<file path="config.mk">
export PLATFORM = sky130hd
export DESIGN_NAME = rvee_mem_flat
export DESIGN_NICKNAME = d
export VERILOG_FILES = /design/src/rtl/rvee_mem_pkg.sv /design/src/rtl/rvee_exec_if.sv /design/src/rtl/rvee_mem_align.sv /design/src/rtl/rvee_mem.sv /design/src/flat_wrapper.sv
export SDC_FILE = /design/constraint.sdc
export NUM_CORES = 1
export LEC_CHECK = 0
export CAP_MARGIN = 20
export CELL_PAD_IN_SITES_DETAIL_PLACEMENT = 1
export CELL_PAD_IN_SITES_GLOBAL_PLACEMENT = 2
export CORE_MARGIN = 1.5
export CORE_UTILIZATION = 25
export CTS_BUF_LIST = sky130_fd_sc_hd__clkbuf_4
export DETAILED_ROUTE_END_ITERATION = 8
export PLACE_DENSITY = 0.92
export RECOVER_POWER = 50
export SKIP_LAST_GASP = 1
export SYNTH_ARGS = -nofsm -noshare
export SYNTH_HDL_FRONTEND = slang
export SYNTH_SLANG_ARGS = --single-unit
</file>
<file path="constraint.sdc">
create_clock -name clk -period 4 [get_ports clk]
set_input_delay 0.8 -clock clk [delete_from_list [all_inputs] [get_ports clk]]
set_output_delay 0.8 -clock clk [all_outputs]
set_load 0.01 [all_outputs]
</file>
<file path="src/rtl/rvee_mem_pkg.sv">
// rvee memory stage: shared sizes, FSM states and helpers.
// Imported by the exec handshake interface and the mem stage.
package rvee_mem_pkg;

  localparam int RV_XLEN = 32;

  localparam logic [1:0] MEM_SIZE_B = 2'd0;
  localparam logic [1:0] MEM_SIZE_H = 2'd1;
  localparam logic [1:0] MEM_SIZE_W = 2'd2;

  typedef enum logic [1:0] {
    IDLE,
    REQ,
    RESP
  } mem_state_e;

  function automatic logic misaligned(
    input logic [1:0] size,
    input logic [1:0] a
  );
    logic m;
    m = 1'b0;
    if (size == MEM_SIZE_H)
      m = a[0];
    else if (size != MEM_SIZE_B)
      m = (a != 2'b00);
    return m;
  endfunction

endpackage

</file>
<file path="src/rtl/rvee_exec_if.sv">
// rvee exec-to-mem valid/ready handshake.
// Exec holds valid and payload stable until ready.
interface rvee_exec_if;
  import rvee_mem_pkg::*;

  logic               valid;
  logic               ready;
  logic [RV_XLEN-1:0] pc;
  logic               rd_we;
  logic [4:0]         rd;
  logic [RV_XLEN-1:0] result;
  logic               mem_load;
  logic               mem_store;
  logic [RV_XLEN-1:0] mem_data;
  logic [1:0]         mem_size;
  logic               mem_sext;

  modport exec_port (
    output valid, pc, rd_we, rd, result,
    output mem_load, mem_store, mem_data,
    output mem_size, mem_sext,
    input  ready
  );

  modport mem_port (
    input  valid, pc, rd_we, rd, result,
    input  mem_load, mem_store, mem_data,
    input  mem_size, mem_sext,
    output ready
  );

endinterface

</file>
<file path="src/rtl/rvee_mem_align.sv">
// rvee mem lane logic: store replication, byte
// enables, load extract and sign/zero extension.
module rvee_mem_align
  import rvee_mem_pkg::*;
(
  input  logic [1:0]  size_i,
  input  logic [1:0]  sh_i,
  input  logic        sext_i,
  input  logic [31:0] st_data_i,
  input  logic [31:0] ld_data_i,
  output logic [31:0] wdata_o,
  output logic [3:0]  be_o,
  output logic [31:0] ld_ext_o
);

  logic [31:0] x;

  // Lane placement for stores, lane pick for loads
  always_comb begin
    x        = ld_data_i >> {sh_i, 3'b000};
    wdata_o  = st_data_i;
    be_o     = 4'b1111;
    ld_ext_o = x;
    case (size_i)
      MEM_SIZE_B: begin
        wdata_o  = {4{st_data_i[7:0]}};
        be_o     = 4'b0001 << sh_i;
        ld_ext_o = {{24{sext_i & x[7]}}, x[7:0]};
      end
      MEM_SIZE_H: begin
        wdata_o  = {2{st_data_i[15:0]}};
        be_o     = 4'b0011 << sh_i;
        ld_ext_o = {{16{sext_i & x[15]}}, x[15:0]};
      end
      default: begin
        wdata_o  = st_data_i;
        be_o     = 4'b1111;
        ld_ext_o = x;
      end
    endcase
  end

endmodule

</file>
<file path="src/rtl/rvee_mem.sv">
// rvee memory stage: ALU passthrough plus a
// single-outstanding load/store on the data bus.
module rvee_mem
  import rvee_mem_pkg::*;
#(
  parameter int XLEN = 32
) (
  input  logic            clk,
  input  logic            rst,
  rvee_exec_if.mem_port   ex,
  output logic            dbus_req_valid,
  input  logic            dbus_req_ready,
  output logic [XLEN-1:0] dbus_addr,
  output logic            dbus_we,
  output logic [XLEN-1:0] dbus_wdata,
  output logic [3:0]      dbus_be,
  input  logic            dbus_rsp_valid,
  input  logic [XLEN-1:0] dbus_rdata,
  output logic            wb_valid,
  output logic [XLEN-1:0] wb_pc,
  output logic            wb_rd_we,
  output logic [4:0]      wb_rd,
  output logic [XLEN-1:0] wb_data,
  output logic            wb_fault
);

  if (XLEN != 32) begin : g_xlen_bad
    $error("rvee_mem: only XLEN=32 is supported");
  end

  mem_state_e  state_q;
  logic        is_mem;
  logic        mis;
  logic [31:0] al_wdata;
  logic [3:0]  al_be;
  logic [31:0] al_ld;

  assign is_mem = ex.mem_load | ex.mem_store;
  assign mis    = misaligned(ex.mem_size, ex.result[1:0]);

  rvee_mem_align u_align (
    .size_i    (ex.mem_size),
    .sh_i      (ex.result[1:0]),
    .sext_i    (ex.mem_sext),
    .st_data_i (ex.mem_data),
    .ld_data_i (dbus_rdata),
    .wdata_o   (al_wdata),
    .be_o      (al_be),
    .ld_ext_o  (al_ld)
  );

  // Handshake completes in IDLE for non-bus ops, in RESP on the ack
  always_comb begin
    ex.ready = 1'b0;
    if (!rst && ex.valid) begin
      case (state_q)
        IDLE:    ex.ready = !is_mem || mis;
        RESP:    ex.ready = dbus_rsp_valid;
        default: ex.ready = 1'b0;
      endcase
    end
  end

  // FSM with registered dbus request and writeback port
  always_ff @(posedge clk) begin
    if (rst) begin
      state_q        <= IDLE;
      dbus_req_valid <= 1'b0;
      dbus_addr      <= '0;
      dbus_we        <= 1'b0;
      dbus_wdata     <= '0;
      dbus_be        <= '0;
      wb_valid       <= 1'b0;
      wb_pc          <= '0;
      wb_rd_we       <= 1'b0;
      wb_rd          <= '0;
      wb_data        <= '0;
      wb_fault       <= 1'b0;
    end else begin
      wb_valid <= 1'b0;
      case (state_q)
        IDLE: begin
          if (ex.valid) begin
            if (!is_mem || mis) begin
              wb_valid <= 1'b1;
              wb_pc    <= ex.pc;
              wb_rd    <= ex.rd;
              wb_fault <= is_mem;
              wb_rd_we <= is_mem ? 1'b0 : ex.rd_we;
              wb_data  <= is_mem ? '0 : ex.result;
            end else begin
              state_q        <= REQ;
              dbus_req_valid <= 1'b1;
              dbus_addr      <= {ex.result[XLEN-1:2], 2'b00};
              dbus_we        <= ex.mem_store;
              dbus_wdata     <= al_wdata;
              dbus_be        <= ex.mem_store ? al_be : 4'b1111;
            end
          end
        end
        REQ: begin
          if (dbus_req_ready) begin
            dbus_req_valid <= 1'b0;
            state_q        <= RESP;
          end
        end
        RESP: begin
          if (dbus_rsp_valid) begin
            state_q  <= IDLE;
            wb_valid <= 1'b1;
            wb_pc    <= ex.pc;
            wb_rd    <= ex.rd;
            wb_fault <= 1'b0;
            wb_rd_we <= ex.mem_load & ex.rd_we;
            wb_data  <= ex.mem_load ? al_ld : '0;
          end
        end
        default: state_q <= IDLE;
      endcase
    end
  end

endmodule

</file>
<file path="src/flat_wrapper.sv">
// flat-port wrapper written by rule: the top's interface ports become plain ports
module rvee_mem_flat import rvee_mem_pkg::*;
#(
  parameter int XLEN = 32
)
  (clk, rst, dbus_req_valid, dbus_req_ready, dbus_addr, dbus_we, dbus_wdata, dbus_be, dbus_rsp_valid, dbus_rdata, wb_valid, wb_pc, wb_rd_we, wb_rd, wb_data, wb_fault, ex_valid, ex_pc, ex_rd_we, ex_rd, ex_result, ex_mem_load, ex_mem_store, ex_mem_data, ex_mem_size, ex_mem_sext, ex_ready);
  rvee_exec_if ex_i ();
  input  logic clk;
  input  logic rst;
  output logic dbus_req_valid;
  input  logic dbus_req_ready;
  output logic [XLEN-1:0] dbus_addr;
  output logic dbus_we;
  output logic [XLEN-1:0] dbus_wdata;
  output logic [3:0] dbus_be;
  input  logic dbus_rsp_valid;
  input  logic [XLEN-1:0] dbus_rdata;
  output logic wb_valid;
  output logic [XLEN-1:0] wb_pc;
  output logic wb_rd_we;
  output logic [4:0] wb_rd;
  output logic [XLEN-1:0] wb_data;
  output logic wb_fault;
  input wire logic [$bits(ex_i.valid)-1:0] ex_valid;
  input wire logic [$bits(ex_i.pc)-1:0] ex_pc;
  input wire logic [$bits(ex_i.rd_we)-1:0] ex_rd_we;
  input wire logic [$bits(ex_i.rd)-1:0] ex_rd;
  input wire logic [$bits(ex_i.result)-1:0] ex_result;
  input wire logic [$bits(ex_i.mem_load)-1:0] ex_mem_load;
  input wire logic [$bits(ex_i.mem_store)-1:0] ex_mem_store;
  input wire logic [$bits(ex_i.mem_data)-1:0] ex_mem_data;
  input wire logic [$bits(ex_i.mem_size)-1:0] ex_mem_size;
  input wire logic [$bits(ex_i.mem_sext)-1:0] ex_mem_sext;
  output wire logic [$bits(ex_i.ready)-1:0] ex_ready;
  assign ex_i.valid = ex_valid;
  assign ex_i.pc = ex_pc;
  assign ex_i.rd_we = ex_rd_we;
  assign ex_i.rd = ex_rd;
  assign ex_i.result = ex_result;
  assign ex_i.mem_load = ex_mem_load;
  assign ex_i.mem_store = ex_mem_store;
  assign ex_i.mem_data = ex_mem_data;
  assign ex_i.mem_size = ex_mem_size;
  assign ex_i.mem_sext = ex_mem_sext;
  assign ex_ready = ex_i.ready;
  rvee_mem #(.XLEN(XLEN)) u_core (.clk(clk), .rst(rst), .ex(ex_i), .dbus_req_valid(dbus_req_valid), .dbus_req_ready(dbus_req_ready), .dbus_addr(dbus_addr), .dbus_we(dbus_we), .dbus_wdata(dbus_wdata), .dbus_be(dbus_be), .dbus_rsp_valid(dbus_rsp_valid), .dbus_rdata(dbus_rdata), .wb_valid(wb_valid), .wb_pc(wb_pc), .wb_rd_we(wb_rd_we), .wb_rd(wb_rd), .wb_data(wb_data), .wb_fault(wb_fault));
endmodule
</file>
======== Word level (Yosys, flattened, before mapping) ========
Cells that the tools add are included.
word-level totals
  flip-flop bits (word level) ............. 142
  logic and storage cells ................. 86
operators by class
  eq/ne operators ......................... 8
  shift operators ......................... 3
  muxes and demuxes ....................... 44
  bitwise logic cells ..................... 5
  reduce and logical (&&, ||, !) cells .... 14
operators with widths
  operator             count
  $mux 32              8
  $pmux 32 s2          4
  $shr 32x5->32        1
  $mux 1               16
  $mux 5               3
  $reduce_and 4->1     3
  $pmux 1 s2           5
  $pmux 5 s2           1
  $mux 2               4
  $ne 2x2->1 const B   4
  $pmux 4 s2           1
  $reduce_bool 2->1    4
  $pmux 2 s3           1
  $eq 2x1->1 const B   2
  $logic_not 2->1      2
  $mux 4               1
  $shl 1x2->4 const A  1
  $shl 2x2->4 const A  1
  $and 1x1->1          3
  $reduce_and 3->1     1
  $eq 2x2->1 const B   1
  $logic_not 1->1      2
  $ne 2x1->1 const B   1
  $logic_and 1x1->1    1
  other kinds (3)      3

======== Longest topological paths before layout ========
Gate-level depths: netlist of run 1.
  depth after elaboration ................. 7
  gate-level depth with buffers ........... 7
  mapped depth without buffers ............ 4

======== Hierarchy ========
From an unflattened synthesis of run 1, not the netlist that was laid out.
second synthesis, totals
  cells, all modules ...................... 827
  area, all modules ....................... 6623.9 um^2
by module, submodules not included
  module          instances  cells each  area each (um^2)  sequential area each (um^2)
  rvee_mem        1          645         5298.8            2842.7
  rvee_mem_align  1          182         1325.0            0.0

======== Worst setup path before layout of run 1 ========
No wires, ideal clock.
  path type ............................... input -> output
  from .................................... input port ex_mem_size[0]
  to ...................................... output port ex_ready
  arrival ................................. 1.618 ns
  data required time ...................... 3.200 ns
  setup slack ............................. 1.582 ns
  cell stages on the path ................. 5
  cell sequence ........................... buf_2 a2bb2oi_1 a21oi_1 a21oi_1 nor2_1
on the way
  longest elaborated chain between the ends .. 6
  elaborated cells on any way between the ends .. 7
RTL lines
  element             line                text
  start, declared     flat_wrapper.sv:32  input wire logic [$bits(ex_i.mem_size)-1:0] ex_mem_size;
  $reduce_bool 2->1   rvee_mem_pkg.sv:25  else if (size != MEM_SIZE_B)
  $mux 1              rvee_mem_pkg.sv:25
  $mux 1 *            rvee_mem_pkg.sv:23  if (size == MEM_SIZE_H)
  $logic_or 1x1->1 *  rvee_mem.sv:57      IDLE: ex.ready = !is_mem || mis;
  $pmux 1 s2 *        rvee_mem.sv:56      case (state_q)
  $mux 1 *            rvee_mem.sv:55      if (!rst && ex.valid) begin
  end, declared       flat_wrapper.sv:34  output wire logic [$bits(ex_i.ready)-1:0] ex_ready;
Mark *: on every way between the ends. The rest lies on a longest branch, timed or not.

======== Worst setup path after layout of run 1 ========
  from .................................... input port ex_result[1]
  to ...................................... output port ex_ready
on the way
  longest elaborated chain between the ends .. 6
RTL lines
  element            line                text
  start, declared    flat_wrapper.sv:28  input wire logic [$bits(ex_i.result)-1:0] ex_result;
  $reduce_bool 2->1  rvee_mem_pkg.sv:26  m = (a != 2'b00);
  $mux 1             rvee_mem_pkg.sv:25
  $mux 1             rvee_mem_pkg.sv:23
  $logic_or 1x1->1   rvee_mem.sv:57
  $pmux 1 s2         rvee_mem.sv:56
  $mux 1             rvee_mem.sv:55
No other way between the ends.

==> results.json, run 1 <==
{
  "status": "finished with violations",
  "failed_checks": "capacitance limit, slew limit",
  "crit_path_start_kind": "input port",
  "tns_ps": 0,
  "hold_violations": 0,
  "worstPathRequired_ps": 3200,
  "core_mm2": 0.0252,
  "timing.final.crit_share": 0.901,
  "p_per_area_mw_per_mm2": 352,
  "first_global_vias": 6875,
  "worstSkewPairLatency_ps": 550,
  "cap_violations": 4,
  "crit_fanout": 7,
  "fmax_mhz": 278,
  "path_clk_slew_ps": 120,
  "synth_area_per_cell_um2": 8.54,
  "first_pass_iters": 4,
  "syn_inst": 751,
  "ys_types": 50,
  "rows": 58,
  "clockRootBuffer": "clkbuf_4",
  "antenna_found_initial": 1,
  "crit_type": "input port to output port",
  "multi_input_comb_area_mm2": 0.00322,
  "syn_to_final_growth_pct": 52.7,
  "dp_hpwl_um": 19400,
  "post-cts-setup-buffer-count": 0,
  "rsz0062_at_grt": "no",
  "drt-initial-drc-count": 481,
  "routedWlPerCell_um": 19.8,
  "dieArea_mm2": 0.0266,
  "switching_share": 0.297,
  "critPathLaunch": "ex_result[1]",
  "synthesis.area_mm2": 0.00641,
  "portBuffers": 284,
  "finalWorstSetupSlack_ps": 397,
  "antenna_left": 0,
  "worstMarginPinSlew_ps": 1920,
  "yosys.area.top_type": "dfxtp_1",
  "die_w_um": 163,
  "ys_warn_count": 0,
  "r2r_start": "u_core.state_q[1]",
  "grt_first_pass_wirelength_um": 40000,
  "yosys_register_bits": 142,
  "numCtsBuffers": 17,
  "cts_resized": 0,
  "vdd_drop_max_mv": 0.167,
  "layout.nets": 1144,
  "cts_hold_buffers": 0,
  "async_reset_ff_frac": 0,
  "grt_max_degree": 81,
  "wl_um": 26600,
  "reg2reg_depth": 5,
  "synth_top_cell_area_share": 0.443,
  "cts_tree": "yes",
  "slew_headroom": -0.281,
  "synth_area_leaders": "dfxtp_1 (44%), nand2_1 (7.1%), a21oi_1 (6.9%)",
  "synth_edf_count": 0,
  "worstHoldPathType": "flip-flop to flip-flop",
  "fin_skew_ps": 17.1,
  "endpoint_kind": "output port",
  "endpoint": "ex_ready",
  "htree_levels": 4,
  "fill_cells": 2942,
  "internal_power_mw": 2.42,
  "initial_core_util": 0.255,
  "dpl-instance-area_mm2": 0.00950,
  "viasPerCell": 5.05,
  "p_leak_nw": 3.50,
  "drc": 0,
  "drive_gt1_frac": 0.0928,
  "ioPinCount": 287,
  "dp_slack_ps": 527,
  "overflow": 0,
  "cts_buffer_depth": 2,
  "r2r-end": "u_core.wb_pc[27]",
  "track_usage": 0.197,
  "clock_sinks": 142,
  "seqPwrFrac": 0.453,
  "clkPwrFrac": 0.313,
  "slew_violations": 221,
  "gp_congestion": 0.784,
  "stdcell_area_mm2": 0.00979,
  "cp.arrival_ps": 2800,
  "seqCellArea_mm2": 0.00284,
  "synthFlopType": "dfxtp_1",
  "layout_min_cycle_time_ps": 3600,
  "vias": 6786,
  "p_sw_mw": 1.03,
  "seq_area_frac_synth": 0.443,
  "combPwrFrac": 0.234,
  "rrSetupSlack_ps": 940,
  "dieHeight_um": 163,
  "setup_viol_count_final": 0
}
==> Yosys cell counts, types with 3 or more instances <==
| master | instances |
|---|---|
| nor2_1 | 32 |
| mux2i_1 | 16 |
| dfxtp_1 | 142 |
| a22oi_1 | 24 |
| nand2_1 | 122 |
| o21ai_0 | 42 |
| a311oi_1 | 19 |
| a211oi_2 | 6 |
| mux2_2 | 17 |
| nor3_1 | 34 |
| buf_4 | 7 |
| a211oi_1 | 26 |
| mux4_2 | 8 |
| a32oi_1 | 8 |
| a21oi_1 | 89 |
| clkbuf_1 | 41 |
| nand3_1 | 40 |
| a21o_1 | 8 |
| inv_1 | 3 |
| o21ai_1 | 3 |
| buf_2 | 24 |
| o211ai_1 | 7 |
==> cells in the final DEF, fill, tap and decap left out, drive strengths merged, types with 16 or more instances in the layout <==
| cell type | synthesis | layout |
|---|---|---|
| nand3 | 40 | 40 |
| clkbuf | 41 | 24 |
| clkdlybuf4s50 | 0 | 210 |
| mux2i | 16 | 16 |
| buf | 35 | 17 |
| mux2 | 17 | 17 |
| nor2 | 32 | 32 |
| a21oi | 90 | 90 |
| a22oi | 24 | 24 |
| nor3 | 36 | 36 |
| a311oi | 19 | 19 |
| dfxtp | 142 | 142 |
| a211oi | 32 | 32 |
| o21ai | 45 | 45 |
| nand2 | 122 | 122 |
| dlygate4sd3 | 0 | 72 |
==> layout make-up <==
class | instances | share of cell area
inverter | 4 | 0.00153
clock inverter | 14 | 0.0193
multi-input combinational | 530 | 0.329
tap | 330 | 0.0422
clock buffer | 18 | 0.0138
timing repair buffer | 305 | 0.304
sequential | 142 | 0.290
antenna | 1 | 0.000256
==> flip-flops by register name, indices dropped and copies added, names as in the netlist <==
register               cells
u_core.dbus_we             1
u_core.wb_rd               5
u_core.wb_pc              32
u_core.dbus_req_valid      1
u_core.dbus_addr          30
u_core.dbus_wdata         32
u_core.dbus_be             4
u_core.state_q             2
u_core.wb_rd_we            1
u_core.wb_data            32
u_core.wb_fault            1
u_core.wb_valid            1
==> worst max-delay path, cell delays in order <==
cell             delay, ps
dlygate4sd3_1          680
o21ai_1                430
a21oi_1                130
a21oi_1                190
nor2_1                  70
clkdlybuf4s50_1        490
==> power by group through the flow <==
stage / Sequential [mW] / Clock [mW] / Combinational (mW)
global route: 1.58 / 1.19 / 0.869
global placement: 1.59 / 0 / 0.819
finish: 1.56 / 1.08 / 0.807
detailed placement: 1.60 / 0 / 0.831
CTS: 1.56 / 1.13 / 0.834
floorplan: 1.64 / 0 / 0.319
==> per-stage QoR <==
stage / cells / power (mW) / hold slack (ps) / utilization
final: 1344 / 3.45 / 462 / 0.389
after global routing: 1344 / 3.64 / 485 / 0.389
after CTS: 1343 / 3.53 / 467 / 0.390
after detailed placement: 1311 / 2.43 / 449 / 0.377
after global placement: 1311 / 2.41 / 443 / 0.377
after floorplan: 752 / 1.95 / 481 / -
==> how the worst min path moves through the flow <==
stage                                    start                   end  depth (start not counted)
after global placement    u_core.dbus_wdata[5]  u_core.dbus_wdata[5]                          2
after floorplan           u_core.dbus_addr[10]  u_core.dbus_addr[10]                          2
after CTS                  u_core.dbus_addr[3]   u_core.dbus_addr[3]                          2
after detailed placement   u_core.dbus_addr[3]   u_core.dbus_addr[3]                          2
after global routing      u_core.dbus_wdata[3]  u_core.dbus_wdata[3]                          2
final                      u_core.dbus_addr[2]   u_core.dbus_addr[2]                          2
==> kinds of logic (layout without fill, tap and decap cells) <==
group                  Yosys count  count (layout)  synth area share
multiplexers                    41              41            0.0829
XOR/XNOR                         1               1           0.00137
AND/OR/NAND/NOR                244             244             0.170
AO/OA/AOI/OAI                  242             242             0.244
other                            1               3          0.000585
buffers and inverters           80             341            0.0579
flip-flops                     142             142             0.443
==> metal layers <==
metal	part of all wire	global-route usage
met1	0.43	0.241
met2	0.48	0.332
met3	0.074	0.0564
met4	0.019	0.0617
met5	0	0
Note: power is estimated with default switching activity, not from simulation.
==> run 2, diff against run 1 <==
--- a/config.mk
+++ b/config.mk
@@ -7,14 +7,15 @@
 export LEC_CHECK = 0
 export CAP_MARGIN = 20
 export CELL_PAD_IN_SITES_DETAIL_PLACEMENT = 1
-export CELL_PAD_IN_SITES_GLOBAL_PLACEMENT = 2
+export CELL_PAD_IN_SITES_GLOBAL_PLACEMENT = 1
 export CORE_MARGIN = 1.5
 export CORE_UTILIZATION = 25
 export CTS_BUF_LIST = sky130_fd_sc_hd__clkbuf_4
 export DETAILED_ROUTE_END_ITERATION = 8
-export PLACE_DENSITY = 0.92
+export PLACE_DENSITY = 0.75
 export RECOVER_POWER = 50
 export SKIP_LAST_GASP = 1
 export SYNTH_ARGS = -nofsm -noshare
 export SYNTH_HDL_FRONTEND = slang
+export SYNTH_HIERARCHICAL = 1
 export SYNTH_SLANG_ARGS = --single-unit
==> results.json, run 2 <==
{
  "syn_to_final_growth_pct": 49.2,
  "drt-initial-drc-count": 288,
  "crit_fanout": 5,
  "tns_ps": 0,
  "drive_gt1_frac": 0.0876,
  "ioPinCount": 287,
  "synth_top_cell_area_share": 0.429,
  "dieHeight_um": 166,
  "cts_buffer_depth": 2,
  "synthesis.area_mm2": 0.00662,
  "stdcell_area_mm2": 0.00988,
  "hold_violations": 0,
  "viasPerCell": 4.79,
  "crit_path_start_kind": "input port",
  "synth_common_cells": "nand2_1 (233), dfxtp_1 (142), a21oi_1 (116)",
  "layout_min_cycle_time_ps": 3530,
  "grt_first_pass_wirelength_um": 40400,
  "portBuffers": 284,
  "endpoint_kind": "output port",
  "first_global_vias": 6979,
  "cts_hold_buffers": 0,
  "reg_top3": "u_core/dbus_wdata x32, u_core/wb_data x32, u_core/wb_pc x32",
  "worstMarginPinSlew_ps": 1620,
  "slew_violations": 83,
  "initial_core_util": 0.254,
  "crit_type": "input port to output port",
  "yosys_register_bits": 142,
  "wl_um": 26000,
  "cts_tree": "yes",
  "post-cts-setup-buffer-count": 0,
  "synth_most_common_cell": "nand2_1",
  "core_mm2": 0.0261,
  "antenna_found_initial": 2,
  "die_w_um": 166,
  "worstHoldPathType": "flip-flop to flip-flop",
  "final_common_cell": "nand2_1",
  "syn_inst": 827,
  "async_reset_ff_frac": 0,
  "fmax_mhz": 283,
  "vias": 6759,
  "dp_hpwl_um": 18800,
  "cp.arrival_ps": 2730,
  "rows": 59,
  "synth_area_leaders": "dfxtp_1 (43%), nand2_1 (13%), a21oi_1 (8.8%)",
  "clockRootBuffer": "clkbuf_4",
  "gp_congestion": 0.781,
  "vdd_drop_max_mv": 0.175,
  "dpl-instance-area_mm2": 0.00962,
  "first_pass_iters": 4,
  "overflow": 0,
  "synth_edf_count": 0,
  "synth_area_per_cell_um2": 8.01,
  "ys_warn_count": 6,
  "setup_viol_count_final": 0,
  "htree_levels": 4,
  "path_clk_slew_ps": 120,
  "yosys.area.top_type": "dfxtp_1",
  "synthFlopType": "dfxtp_1",
  "numCtsBuffers": 17,
  "seq_area_frac_synth": 0.429,
  "rsz0062_at_grt": "no",
  "p_leak_nw": 3.80,
  "worstSkewPairLatency_ps": 540,
  "fill_cells": 3080,
  "grt_max_degree": 103,
  "slew_headroom": -0.0830,
  "final_cell_mix": "nand2_1 (233), clkdlybuf4s50_1 (150), dfxtp_1 (142)",
  "antenna_left": 0,
  "failed_checks": "capacitance limit, slew limit",
  "cap_violations": 2,
  "timing.final.crit_share": 0.884,
  "ys_types": 45,
  "cts_resized": 0,
  "p_per_area_mw_per_mm2": 329,
  "track_usage": 0.186,
  "drc": 0,
  "worstPathRequired_ps": 3200,
  "fin_skew_ps": 16.6,
  "clock_sinks": 142,
  "status": "finished with violations",
  "layout.nets": 1204,
  "dieArea_mm2": 0.0275,
  "routedWlPerCell_um": 18.4
}
[run 2: cell count changes after synthesis, moves of 10 or more]
cell      before  now
nand2_1      122  233
nand3_1       40    0
nor3_1        34    4
a21oi_1       89  116
o21ai_0       42   17
a32oi_1        8   32
a22oi_1       24    1
a311oi_1      19    4
nor2_1        32   42
[run 2: logic make-up after synthesis]
group,after synthesis,synth area share
AND/OR/NAND/NOR,309,0.193
AO/OA/AOI/OAI,231,0.228
flip-flops,142,0.429
buffers and inverters,94,0.0674
multiplexers,50,0.0818
other,1,0.000566
[run 2: per-stage QoR]
step            util  power (mW)  worst slack [ps]  instances  hold slack [ps]
2_1_floorplan      -        1.96              1330        828              463
3_3_place_gp   0.369        2.40               443       1375              439
3_5_place_dp   0.369        2.41               403       1375              446
4_1_cts        0.379        3.36               367       1407              462
5_1_grt        0.379        3.46               228       1410              475
6_report       0.379        3.26               466       1410              455
[run 2: worst paths after layout]
check	slack (ps)	cells past startpoint	end	start
worst min-delay path	460	2	u_core/wb_fault	u_core/wb_fault
worst max register to register	1290	4	u_core/wb_pc[20]	u_core/state_q[1]
worst max-delay path	470	6	ex_ready	ex_mem_store
worst min register to register	460	2	u_core/wb_fault	u_core/wb_fault
[run 2: layer usage]
layer  part of all wire  GRT usage  vias up
met5                  0          0        -
met4              0.020     0.0595        0
met3              0.054     0.0469       28
met2               0.49      0.316      194
met1               0.44      0.229     3218
li1                   -          -     3319
[run 2: power breakdown]
part	internal [mW]	switching, mW	total, mW
clock	0.318	0.600	0.918
combinational	0.385	0.404	0.788
sequential	1.51	0.0433	1.55
[run 2: layout make-up]
type / instances / area (um2) / area share
antenna: 2 / 5.00 / 0.000506
clock buffer: 17 / 128 / 0.0129
clock inverter: 15 / 139 / 0.0141
inverter: 6 / 22.5 / 0.00228
multi-input combinational: 592 / 3350 / 0.339
sequential: 142 / 2840 / 0.288
tap: 335 / 419 / 0.0424
timing repair buffer: 301 / 2980 / 0.301
[run 2: worst max-delay path, stage by stage]
cell and delay, ps:
clkdlybuf4s50_1 460, o2bb2ai_2 350, or2_2 200, nor2_1 40
nor4_1 280, clkdlybuf4s50_1 590
==> run 3, diff against run 2 <==
--- a/config.mk
+++ b/config.mk
@@ -5,17 +5,16 @@
 export SDC_FILE = /design/constraint.sdc
 export NUM_CORES = 1
 export LEC_CHECK = 0
-export CAP_MARGIN = 20
-export CELL_PAD_IN_SITES_DETAIL_PLACEMENT = 1
-export CELL_PAD_IN_SITES_GLOBAL_PLACEMENT = 1
+export CAP_MARGIN = 40
 export CORE_MARGIN = 1.5
 export CORE_UTILIZATION = 25
 export CTS_BUF_LIST = sky130_fd_sc_hd__clkbuf_4
 export DETAILED_ROUTE_END_ITERATION = 8
-export PLACE_DENSITY = 0.75
+export PLACE_DENSITY = 0.58
 export RECOVER_POWER = 50
 export SKIP_LAST_GASP = 1
 export SYNTH_ARGS = -nofsm -noshare
 export SYNTH_HDL_FRONTEND = slang
 export SYNTH_HIERARCHICAL = 1
 export SYNTH_SLANG_ARGS = --single-unit
+export TNS_END_PERCENT = 10
==> results.json, run 3 (synthesized netlist as in run 2, its figures left out) <==
{
  "grt_first_pass_wirelength_um": 38400,
  "die_w_um": 166,
  "dieArea_mm2": 0.0275,
  "dieHeight_um": 166,
  "gp_congestion": 0.784,
  "wl_um": 24800,
  "crit_fanout": 5,
  "slew_violations": 113,
  "status": "finished with violations",
  "layout.nets": 1205,
  "antenna_left": 0,
  "worstSkewPairLatency_ps": 540,
  "dp_cells": 1377,
  "r2r-end": "u_core/wb_data[15]",
  "path_clk_slew_ps": 150,
  "p_leak_nw": 3.73,
  "vdd_drop_max_mv": 0.155,
  "p_per_area_mw_per_mm2": 331,
  "htree_levels": 4,
  "timing.final.crit_share": 0.904,
  "initial_core_util": 0.254,
  "drive_gt1_frac": 0.0903,
  "setup_viol_count_final": 0,
  "crit_path_start_kind": "input port",
  "fin_skew_ps": 20.2,
  "drt-initial-drc-count": 374,
  "track_usage": 0.176,
  "cts_resized": 0,
  "cap_violations": 2,
  "worstMarginPinSlew_ps": 1700,
  "first_pass_iters": 5,
  "rows": 59,
  "endpoint_kind": "output port",
  "grt_max_degree": 73,
  "final_common_cell": "nand2_1",
  "hold_violations": 0,
  "cpLargestDelayFamily": "buffers and inverters",
  "ioPinCount": 287,
  "worstHoldPathType": "flip-flop to flip-flop",
  "slowest_delay_ps": 600,
  "cts_tree": "yes",
  "layout_min_cycle_time_ps": 3620,
  "rsz0062_at_grt": "no",
  "fmax_mhz": 277,
  "final_cell_mix": "nand2_1 (233), clkdlybuf4s50_1 (181), dfxtp_1 (142)",
  "syn_to_final_growth_pct": 49.5,
  "crit_slowest_cell": "clkdlybuf4s50_1",
  "worstPathRequired_ps": 3200,
  "path_depth": 6,
  "numCtsBuffers": 17,
  "core_mm2": 0.0261,
  "slew_headroom": -0.136,
  "post-cts-setup-buffer-count": 0,
  "cp.arrival_ps": 2820,
  "overflow": 0,
  "cts_buffer_depth": 2,
  "failed_checks": "capacitance limit, slew limit",
  "tns_ps": 0,
  "dp_hpwl_um": 17600,
  "crit_type": "input port to output port",
  "routedWlPerCell_um": 17.6,
  "antenna_found_initial": 2,
  "viasPerCell": 4.73,
  "path_buf_inv": 2,
  "crit_chain": "clkdlybuf4s50_1 > o2bb2ai_2 > or2_2 > nor2_1 > nor4_1 > clkdlybuf4s50_1",
  "r2r_start": "u_core/state_q[1]",
  "clockRootBuffer": "clkbuf_4",
  "rrSetupSlack_ps": 920,
  "critPathLaunch": "ex_mem_store",
  "cts_hold_buffers": 0,
  "portBuffers": 284,
  "reg_top3": "u_core/dbus_wdata x32, u_core/wb_data x32, u_core/wb_pc x32",
  "drc": 0,
  "endpoint": "ex_ready",
  "cpMostUsedCell": "clkdlybuf4s50_1",
  "clock_sinks": 142,
  "layoutNonFillerInstCount": 1412,
  "reg2reg_depth": 5,
  "vias": 6674,
  "first_global_vias": 6421
}
==> run 3: cell count changes in the layout (fill, tap and decap cells not counted), moves of 2 or more <==
| cell | change |
|---|---|
| buf_12 | -2 |
| buf_4 | +3 |
| clkdlybuf4s50_1 | +31 |
| clkinv_2 | -2 |
| dlygate4sd3_1 | -32 |
| inv_6 | +2 |
| inv_8 | +2 |
==> run 3: area by class of cell <==
cell class / count / area, um2
clock buffers: 17 / 128
well taps: 335 / 419
inverters: 6 / 22.5
multi-input cells: 592 / 3360
fillers: 2694 / 16200
diodes: 3 / 7.51
flip-flops and latches: 142 / 2840
repair buffers: 302 / 2980
clock inverters: 15 / 144
==> run 3: report_power, final <==
| group | switching (mW) | internal [mW] |
|---|---|---|
| logic | 0.397 | 0.394 |
| clock network | 0.659 | 0.279 |
| registers | 0.0449 | 1.51 |
| total | 1.10 | 2.18 |
==> run 3: worst min-delay path by stage <==
stage / start / endpoint / slack (ps) / cells after the start
final: u_core/dbus_addr[16] / u_core/dbus_addr[16] / 460 / 2
after global placement: u_core/wb_rd[4] / u_core/wb_rd[4] / 440 / 2
after global routing: u_core/dbus_addr[30] / u_core/dbus_addr[30] / 480 / 2
after CTS: rst / u_core/wb_pc[15] / 400 / 2
after floorplan: u_core/state_q[0] / u_core/wb_valid / 460 / 1
after detailed placement: u_core/dbus_wdata[28] / u_core/dbus_wdata[28] / 450 / 2
==> run 3: worst register-to-register path: cells and delay by family (launching register included) <==
family,cells,cell delay [ps]
and+or+nand+nor,1,110
muxes,1,300
AOI/OAI and AO/OA,2,1560
buffers and inverters,1,330
DFF,1,660
==> run 3: metrics by stage <==
step | area (um2) | hold WS (ps) | total power, mW | util | setup slack, ps
CTS | 9920 | 396 | 3.37 | 0.381 | 343
global route | 9900 | 478 | 3.48 | 0.380 | 241
detailed placement | 9640 | 446 | 2.40 | 0.370 | 346
global placement | 9620 | 441 | 2.40 | 0.369 | 380
floorplan | 6630 | 463 | 1.96 | - | 1330
finish | 9900 | 459 | 3.28 | 0.380 | 385
==> run 3: routing by layer <==
layer | share of wire | vias to the layer above | track usage
li1 | - | 3331 | -
met1 | 0.46 | 3112 | 0.236
met2 | 0.46 | 208 | 0.283
met3 | 0.058 | 23 | 0.0405
met4 | 0.016 | 0 | 0.0525
met5 | 0 | - | 0
